==> config.mk <==
export PLATFORM = sky130hd
export DESIGN_NAME = lbdr_route_compute_scheduler
export DESIGN_NICKNAME = d
export VERILOG_FILES = /design/src/rtl/lbdr_route_compute_scheduler.sv
export SDC_FILE = /design/constraint.sdc
export NUM_CORES = 1
export LEC_CHECK = 0
export CAP_MARGIN = 30
export CORE_MARGIN = 4
export CORE_UTILIZATION = 32
export CTS_BUF_LIST = sky130_fd_sc_hd__clkbuf_8
export CTS_CLUSTER_SIZE = 10
export DETAILED_ROUTE_END_ITERATION = 16
export GPL_ROUTABILITY_DRIVEN = 0
export PLACE_DENSITY = 0.52
export SLEW_MARGIN = 30
export SYNTH_ARGS = -nofsm -noshare
export SYNTH_HDL_FRONTEND = slang
export SYNTH_SLANG_ARGS = --single-unit
==> constraint.sdc <==
create_clock -name clk_i -period 7.4 [get_ports clk_i]
set_input_delay 1.48 -clock clk_i [delete_from_list [all_inputs] [get_ports clk_i]]
set_output_delay 1.48 -clock clk_i [all_outputs]
set_load 0.005 [all_outputs]
==> src/rtl/lbdr_route_compute_scheduler.sv <==
// Shares one LBDR route-computation unit among the router's input VCs: round-robin request
// arbitration, candidate-port capture, credit-aware output-port selection and result hand-off.
module lbdr_route_compute_scheduler #(
    parameter int NumberOfRequesters = 5,
    parameter int DimensionXWidth    = 2,
    parameter int DimensionYWidth    = 2,
    parameter int NumberOfPorts      = 5,
    parameter int RequesterIdWidth   = (NumberOfRequesters > 1) ? $clog2(NumberOfRequesters) : 1
) (
    input  logic                                          clk_i,
    input  logic                                          rst_ni,
    input  logic [NumberOfRequesters-1:0]                 req_valid_i,
    input  logic [NumberOfRequesters*DimensionXWidth-1:0] req_x_dst_i,
    input  logic [NumberOfRequesters*DimensionYWidth-1:0] req_y_dst_i,
    output logic [NumberOfRequesters-1:0]                 req_ready_o,
    output logic [DimensionXWidth-1:0]                    rc_x_dst_o,
    output logic [DimensionYWidth-1:0]                    rc_y_dst_o,
    input  logic [NumberOfPorts-1:0]                      rc_valid_ports_i,
    input  logic [NumberOfPorts-1:0]                      port_avail_i,
    output logic                                          resp_valid_o,
    input  logic                                          resp_ready_i,
    output logic [RequesterIdWidth-1:0]                   resp_req_id_o,
    output logic [NumberOfPorts-1:0]                      resp_port_o,
    output logic [NumberOfPorts-1:0]                      resp_candidates_o,
    output logic                                          unroutable_o
);

    localparam int PortIdxWidth = (NumberOfPorts > 1) ? $clog2(NumberOfPorts) : 1;

    typedef enum logic [1:0] {
        ST_IDLE    = 2'd0,
        ST_COMPUTE = 2'd1,
        ST_RESP    = 2'd2
    } state_e;

    state_e                      state_q, state_d;
    logic [RequesterIdWidth-1:0] rr_ptr_q, rr_ptr_d;
    logic [PortIdxWidth-1:0]     sel_ptr_q, sel_ptr_d;
    logic [RequesterIdWidth-1:0] gnt_id_q, gnt_id_d;
    logic [DimensionXWidth-1:0]  x_dst_q, x_dst_d;
    logic [DimensionYWidth-1:0]  y_dst_q, y_dst_d;
    logic [NumberOfPorts-1:0]    cand_q, cand_d;
    logic [NumberOfPorts-1:0]    port_q, port_d;
    logic [PortIdxWidth-1:0]     sel_idx_q, sel_idx_d;
    logic                        unroutable_q, unroutable_d;

    logic                        arb_found;
    logic [RequesterIdWidth-1:0] arb_idx;
    logic [NumberOfPorts-1:0]    eligible;
    logic [PortIdxWidth-1:0]     sel_pick;

    // First set requester scanning upward from start and wrapping around.
    function automatic logic [RequesterIdWidth-1:0] first_requester(
        input logic [NumberOfRequesters-1:0] vec,
        input logic [RequesterIdWidth-1:0]   start
    );
        logic [RequesterIdWidth-1:0] first;
        logic                        found;
        first = '0;
        found = 1'b0;
        for (int k = 0; k < NumberOfRequesters; k++) begin
            for (int j = 0; j < NumberOfRequesters; j++) begin
                if (!found && vec[j] && (j == (int'(start) + k) % NumberOfRequesters)) begin
                    found = 1'b1;
                    first = RequesterIdWidth'(j);
                end
            end
        end
        return first;
    endfunction

    function automatic logic [PortIdxWidth-1:0] first_port(
        input logic [NumberOfPorts-1:0] vec,
        input logic [PortIdxWidth-1:0]  start
    );
        logic [PortIdxWidth-1:0] first;
        logic                    found;
        first = '0;
        found = 1'b0;
        for (int k = 0; k < NumberOfPorts; k++) begin
            for (int j = 0; j < NumberOfPorts; j++) begin
                if (!found && vec[j] && (j == (int'(start) + k) % NumberOfPorts)) begin
                    found = 1'b1;
                    first = PortIdxWidth'(j);
                end
            end
        end
        return first;
    endfunction

    function automatic logic [RequesterIdWidth-1:0] next_requester(
        input logic [RequesterIdWidth-1:0] id
    );
        return (int'(id) == NumberOfRequesters - 1) ? '0 : id + RequesterIdWidth'(1);
    endfunction

    function automatic logic [PortIdxWidth-1:0] next_port(input logic [PortIdxWidth-1:0] idx);
        return (int'(idx) == NumberOfPorts - 1) ? '0 : idx + PortIdxWidth'(1);
    endfunction

    always_comb begin
        state_d      = state_q;
        rr_ptr_d     = rr_ptr_q;
        sel_ptr_d    = sel_ptr_q;
        gnt_id_d     = gnt_id_q;
        x_dst_d      = x_dst_q;
        y_dst_d      = y_dst_q;
        cand_d       = cand_q;
        port_d       = port_q;
        sel_idx_d    = sel_idx_q;
        unroutable_d = unroutable_q;
        req_ready_o  = '0;

        arb_found = |req_valid_i;
        arb_idx   = first_requester(req_valid_i, rr_ptr_q);

        // Prefer candidates with downstream credit; fall back to any candidate so a
        // local-only or fully congested route still resolves to one port.
        eligible = rc_valid_ports_i & port_avail_i;
        sel_pick = (|eligible) ? first_port(eligible, sel_ptr_q)
                               : first_port(rc_valid_ports_i, sel_ptr_q);

        case (state_q)
            ST_IDLE: begin
                if (arb_found) begin
                    for (int r = 0; r < NumberOfRequesters; r++) begin
                        req_ready_o[r] = (arb_idx == RequesterIdWidth'(r));
                        if (arb_idx == RequesterIdWidth'(r)) begin
                            x_dst_d = req_x_dst_i[r*DimensionXWidth +: DimensionXWidth];
                            y_dst_d = req_y_dst_i[r*DimensionYWidth +: DimensionYWidth];
                        end
                    end
                    gnt_id_d = arb_idx;
                    state_d  = ST_COMPUTE;
                end
            end
            ST_COMPUTE: begin
                cand_d = rc_valid_ports_i;
                if (rc_valid_ports_i == '0) begin
                    unroutable_d = 1'b1;
                    rr_ptr_d     = next_requester(gnt_id_q);
                    state_d      = ST_IDLE;
                end else begin
                    sel_idx_d = sel_pick;
                    for (int p = 0; p < NumberOfPorts; p++) begin
                        port_d[p] = (sel_pick == PortIdxWidth'(p));
                    end
                    state_d = ST_RESP;
                end
            end
            ST_RESP: begin
                if (resp_ready_i) begin
                    rr_ptr_d  = next_requester(gnt_id_q);
                    sel_ptr_d = next_port(sel_idx_q);
                    state_d   = ST_IDLE;
                end
            end
            default: begin
                state_d = ST_IDLE;
            end
        endcase
    end

    always_ff @(posedge clk_i or negedge rst_ni) begin
        if (!rst_ni) begin
            state_q      <= ST_IDLE;
            rr_ptr_q     <= '0;
            sel_ptr_q    <= '0;
            gnt_id_q     <= '0;
            x_dst_q      <= '0;
            y_dst_q      <= '0;
            cand_q       <= '0;
            port_q       <= '0;
            sel_idx_q    <= '0;
            unroutable_q <= 1'b0;
        end else begin
            state_q      <= state_d;
            rr_ptr_q     <= rr_ptr_d;
            sel_ptr_q    <= sel_ptr_d;
            gnt_id_q     <= gnt_id_d;
            x_dst_q      <= x_dst_d;
            y_dst_q      <= y_dst_d;
            cand_q       <= cand_d;
            port_q       <= port_d;
            sel_idx_q    <= sel_idx_d;
            unroutable_q <= unroutable_d;
        end
    end

    assign rc_x_dst_o        = x_dst_q;
    assign rc_y_dst_o        = y_dst_q;
    assign resp_valid_o      = (state_q == ST_RESP);
    assign resp_req_id_o     = gnt_id_q;
    assign resp_port_o       = port_q;
    assign resp_candidates_o = cand_q;
    assign unroutable_o      = unroutable_q;

endmodule

=== After elaboration in Yosys (flattened, before gate mapping) ===
Index checks and enable logic that the tools add are counted.

* $add $sub $neg: 10
* Divide/modulo/power cells: 10
* Equal/unequal tests: 55
* Multiplexer cells: 166
* Bitwise gates (word level): 2
* Reduce and logical (&&, ||, !) cells: 244

{| class="wikitable"
|+ Operators by type and width
! kind !! number
|-
| == test 3 x 32 -> 1 bit, first input constant || 20
|-
| == test 2 x 32 -> 1 bit, first input constant || 10
|-
| == test 4 x 32 -> 1 bit, first input constant || 10
|-
| logical NOT 32 bit || 10
|-
| remainder unit 32 x 4 -> 32 bit, second input constant || 8
|-
| two-way mux 3 bit || 72
|-
| logical AND 1 bit || 147
|-
| two-way mux 1 bit || 75
|-
| logical NOT 1 bit || 72
|-
| remainder unit 4 x 4 -> 32 bit, second input constant || 2
|-
| two-way mux 2 bit || 15
|-
| adder 3 x 2 -> 4 bit, second input constant || 4
|-
| == test 3 x 2 -> 1 bit, second input constant || 4
|-
| == test 3 bit, second input constant || 4
|-
| two-way mux 5 bit || 2
|-
| AND reduction 2 bit || 5
|-
| OR reduction 5 bit || 2
|-
| adder 3 x 1 -> 4 bit, second input constant || 2
|-
| adder 3 x 3 -> 4 bit, second input constant || 2
|-
| adder 3 x 1 -> 3 bit, second input constant || 2
|-
| == test 3 x 1 -> 1 bit, second input constant || 2
|-
| logical NOT 3 bit || 2
|-
| one-hot mux 2 bit (3 select lines) || 1
|-
| one-hot mux 3 bit (2 select lines) || 1
|-
| 11 further kinds || 13
|}

* Flip-flop bits (word level): 29
* Bits of input ports: 38
* Output and inout bits: 24
* Word-level logic and storage cells: 497

=== Logic depth before layout (Yosys ltp) ===
* Depth in word-level cells: 106
* Mapped depth: 26
* Mapped depth without buffers: 21

=== Least setup slack after synthesis ===
No wires, ideal clock.

* Path type: reg-to-output
* From: register rr_ptr_q[0]
* To: output req_ready_o[3]
* Arrival: 5.665 ns
* Data required time: 5.920 ns
* Setup slack: 0.255 ns
* Cell stages (with the launch flop): 27
* Path buffers: 5
* Cells stage by stage: dfrtp_1 > inv_1 > buf_2 > clkbuf_1 > ha_1 > clkbuf_1 > inv_1 > ha_1 > buf_2 > inv_1 > ha_1 > nor3_1 > o21ai_0 > nand2_1 > ha_1 > clkbuf_1 > nand2b_1 > a211oi_1 > o21ai_0 > a311oi_1 > o21ai_1 > o221ai_1 > nor2_1 > o41ai_1 > or4b_4 > and2_4 > nor2b_1

* Longest elaborated chain between the ends: 103
* Elaborated cells on any way between the ends: 158
* Those cells by class: add/sub (4); div (5); eq/ne (21); mux (50); reduce/logical (78)

{| class="wikitable"
|+ RTL lines
! element !! line !! text
|-
| start, declared || 37 || <nowiki>logic [RequesterIdWidth-1:0] rr_ptr_q, rr_ptr_d;</nowiki>
|-
| start signal, assigned || 178 || <nowiki>rr_ptr_q <= rr_ptr_d;</nowiki>
|-
| parallel branches: the longest is 99 deep, another holds remainder unit 32 x 4 -> 32 bit || - ||
|-
| two-way mux 3 bit (*) || 63 || <nowiki>if (!found && vec[j] && (j == (int'(start) + k) % NumberOfRequesters)) begin</nowiki>
|-
| == test 3 x 2 -> 1 bit (*) || 127 || <nowiki>req_ready_o[r] = (arb_idx == RequesterIdWidth'(r));</nowiki>
|-
| two-way mux 5 bit (*) || 125 || <nowiki>if (arb_found) begin</nowiki>
|-
| two-way mux 5 bit (*) || 123 || <nowiki>case (state_q)</nowiki>
|-
| end, declared || 15 || <nowiki>output logic [NumberOfRequesters-1:0] req_ready_o,</nowiki>
|}

Every way passes the cells marked *.

=== Final worst setup path ===
* From: register rr_ptr_q[0]
* To: output req_ready_o[4]

* Longest elaborated chain between the ends: 103
* Elaborated cells on any way between the ends: 158
* Those cells by class: add/sub (4); div (5); eq/ne (21); mux (50); reduce/logical (78)

{| class="wikitable"
|+ RTL lines
! element !! line
|-
| parallel branches: the longest is 99 deep, another holds remainder unit 32 x 4 -> 32 bit || -
|-
| two-way mux 3 bit (*) || 63
|-
| == test 3 bit (*) || 127
|-
| two-way mux 5 bit (*) || 125
|-
| two-way mux 5 bit (*) || 123
|}

Marked as above.

==> impl_results.md <==
* Final nets at 989
* Min Tclk post-route at 7.05 ns
* Fill count at 2002
* Crit share post-route at a little over nine tenths
* Core ar. at approximately 19000 um^2
* Synthesized area at around 6300 um^2
* Slew margin rel. at 40.6%
* Total wire length at roughly 21000 um
* CTS root buf: clkbuf_8
* Die X at about 150 um
* FMAX at 0.142 GHz
* Synth Warn # at 0
* Post-DP HPWL at between 15000 and 20000 um
* CTS Sinks at 29
* Final setup fails at 0
* CTS Buffer Depth at 2
* Largest family of logic cells by synthesized area: compound AO/OA/AOI/OAI gates
* Rows at 50
* Vias in the first global route at roughly 6400
* DRT iter0 DRCs at 513
* CP max FO at 6
* Asr flop ratio synth at between 90% and 100%
* Port Buffer Count at between 60 and 70
* Syn avg cell area at roughly 7.3 um^2
* Share of layout cells above drive strength 1 at roughly a tenth
* Hold Crit Depth at 2
* Worst-path clk slew at about 0.070 ns
* Sink of the worst hold path: resp_port_o[0]$_DFFE_PN0P_
* Wire per inst at ~18 um
* R2R cell count at 17
* RR Endpoint: sel_idx_q[0]$_DFFE_PN0P_
* Most frequent cells in the layout: nand2_1 (78), clkdlybuf4s50_1 (61), o21ai_0 (57)
* DRT Pass-1 Iters at 5
* Xor/xnor share of the synthesized area at 2.39%
* Area grow syn2layout at 16.3%
* R2R setup slack at about 1.7 ns
* Max Transition Viols Final at 0
* Pre-CTS setup slack at ~0.50 ns
* First-pass GRT wire length at between 30000 and 40000 um
* Final setup margin at ~0.35 ns
* Min-delay src: resp_port_o[0]$_DFFE_PN0P_
* Final core occ at 38.4%
* Largest net degree at the start of global routing at 57
* Status: complete, no violations
* Final Hold Vio Count at 0
* H-tree depth at 2
* Initial antenna violation count at 0
* Post-synthesis adder-cell area fraction at a little over a tenth
* Max cap viols at 0
* Synth Area in Simple Gates at 26.7%
* Crit. Startpoint: rr_ptr_q[0]$_DFFE_PN0P_
* All-Layer GR Usage at ~18%
* Critical Path Source Type: flip-flop
* Slew @ Worst Pin at between 0.8 and 0.9 ns
* Critical Path RT at 5.92 ns
* DRC viols at 0
* Synth cell types at between 90 and 100
* Commonest non-fill, non-tap cell in the layout: nand2_1
* Main flop type after synthesis: dfrtp_1
* Post-synthesis compound-gate area fraction at between 30% and 40%
* # diodes at 0
* Critical path endpoint category: primary output
* Die ar. at about 22000 um^2
* CP Class: reg2out
* HP Class: reg2reg
* Seq cells post-synth at 29
* CTS buffer count at 5
* Post-synthesis mux area share at 3.59%
* Clk_lat worst skew at roughly 0.28 ns
* Hold_buf cts at 0
* Syn Nets at 950
* Grt total ovfl at 0
* Detailed-route via count at around 6800
* Via-per-instance ratio at 5.87
* Routed Antenna Nets at 0
* Reg-to-Reg Start: sel_ptr_q[1]$_DFFE_PN0P_
* Worst Path Arrival at about 5.6 ns
* Gate Count Post-Synth at around 860
* CTS tree: built
* Post-synth EDFFs at 0
* Die Span Y at 148 um
* Ports at between 60 and 70
* Initial Util at 33.0%
* Clock skew at roughly 0.0078 ns
* Seq/Total Area, Yosys at a little under an eighth
[cell families after synthesis]
logic type / Yosys count
AOI/OAI and AO/OA: 320
xor gates and xnor gates: 15
adders and majority gates: 53
buffers and inverters: 105
DFF: 29
muxes: 22
and+or+nand+nor: 315
[worst max-delay path, cell delays in order (launching register included)]
cell and delay, ns:
dfrtp_1 0.40, inv_1 0.09, ha_1 0.19, inv_1 0.10, ha_1 0.30, inv_1 0.07
ha_1 0.22, or3_2 0.45, nand3_1 0.17, nand2_2 0.13, ha_1 0.22, nand2b_1 0.18
a21o_1 0.21, o21ai_0 0.20, a211oi_2 0.12, or2_1 0.27, o21ai_0 0.18, a21oi_1 0.10
o41ai_2 0.28, or4b_4 0.56, nor3_1 0.30, clkdlybuf4s50_1 0.56
[synth_stat cells, drive strengths merged, types with 6 or more instances]
cell type | n | area (um^2)
nand2 | 79 | 297
o21ai | 66 | 330
inv | 55 | 206
ha | 52 | 651
nor2 | 52 | 198
a21oi | 42 | 244
dfrtp | 29 | 726
nand3 | 28 | 140
clkbuf | 27 | 101
nor3 | 27 | 151
a31oi | 25 | 156
buf | 23 | 128
nand2b | 22 | 138
a211oi | 21 | 163
mux2i | 18 | 180
nor2b | 15 | 93.8
o31ai | 13 | 97.6
and2 | 12 | 77.6
nand4 | 12 | 75.1
xnor2 | 12 | 124
a21o | 11 | 83.8
a221oi | 11 | 139
nand3b | 11 | 82.6
or3 | 11 | 70.1
a211o | 8 | 70.1
and3 | 8 | 50.1
o211ai | 8 | 60.1
or2 | 8 | 50.1
o2111ai | 7 | 61.3
o211a | 7 | 70.1
o21a | 7 | 52.6
o32ai | 7 | 61.3
a2111oi | 6 | 60.1
a22oi | 6 | 50.1
nor4 | 6 | 37.5
o221ai | 6 | 58.8
o22ai | 6 | 37.5
o2bb2ai | 6 | 52.6
or4 | 6 | 48.8
[flip-flops by register name (all words and copies together) (netlist names)]
signal and cells:
rr_ptr_q 3, sel_ptr_q 3, resp_req_id_o 3, resp_candidates_o 5, rc_x_dst_o 2, sel_idx_q 3
state_q 2, unroutable_o 1, resp_port_o 5, rc_y_dst_o 2
[stage by stage]
| stage | hold slack, ns | area, um^2 | setup TNS [ns] | instances |
|---|---|---|---|---|
| detailed placement | 0.470 | 7140 | 0 | 1151 |
| CTS | 0.487 | 7260 | 0 | 1159 |
| global route | 0.513 | 7300 | -0.0324 | 1159 |
| floorplan | 0.468 | 6280 | 0 | 859 |
| finish | 0.486 | 7300 | 0 | 1159 |
| global placement | 0.471 | 7140 | 0 | 1151 |
[how the worst max path moves through the flow]
stage	endpoint	slack (ns)	cells past startpoint
after detailed placement	req_ready_o[4]	0.50	22
after floorplan	req_ready_o[3]	0.26	26
after global routing	req_ready_o[0]	-0.02	22
after CTS	req_ready_o[4]	0.15	22
final	req_ready_o[4]	0.35	21
after global placement	req_ready_o[3]	0.69	22
[final cells by class]
| class | count | area [um^2] | area share [%] |
|---|---|---|---|
| Tap cell | 260 | 325 | 4.46 |
| Inverter | 55 | 206 | 2.83 |
| Clock buffer | 6 | 82.6 | 1.13 |
| Timing Repair Buffer | 82 | 768 | 10.5 |
| Multi-Input combinational cell | 725 | 5150 | 70.6 |
| Sequential cell | 29 | 728 | 9.98 |
| Clock inverter | 2 | 33.8 | 0.463 |
[what timing repair did]
action                     4_1_cts  5_1_grt
setup endpoints to repair        0        5
gates resized for setup          0       11
setup buffers                    0        0
[per-layer routing]
metal  routed length [um]  vias to the layer above  share of wire [%]  GRT usage [%]
li1                     -                     3376                  -              -
met1                10200                     3165                 50           27.5
met2                 8670                      229                 42           26.9
met3                 1240                       31                6.0           1.83
met4                  357                        0                1.7           3.60
met5                    0                        -                  0              0
Power is left out: the tool's default activity adds up to more than one toggle a clock period on the data nets, which glitch-free logic cannot reach.
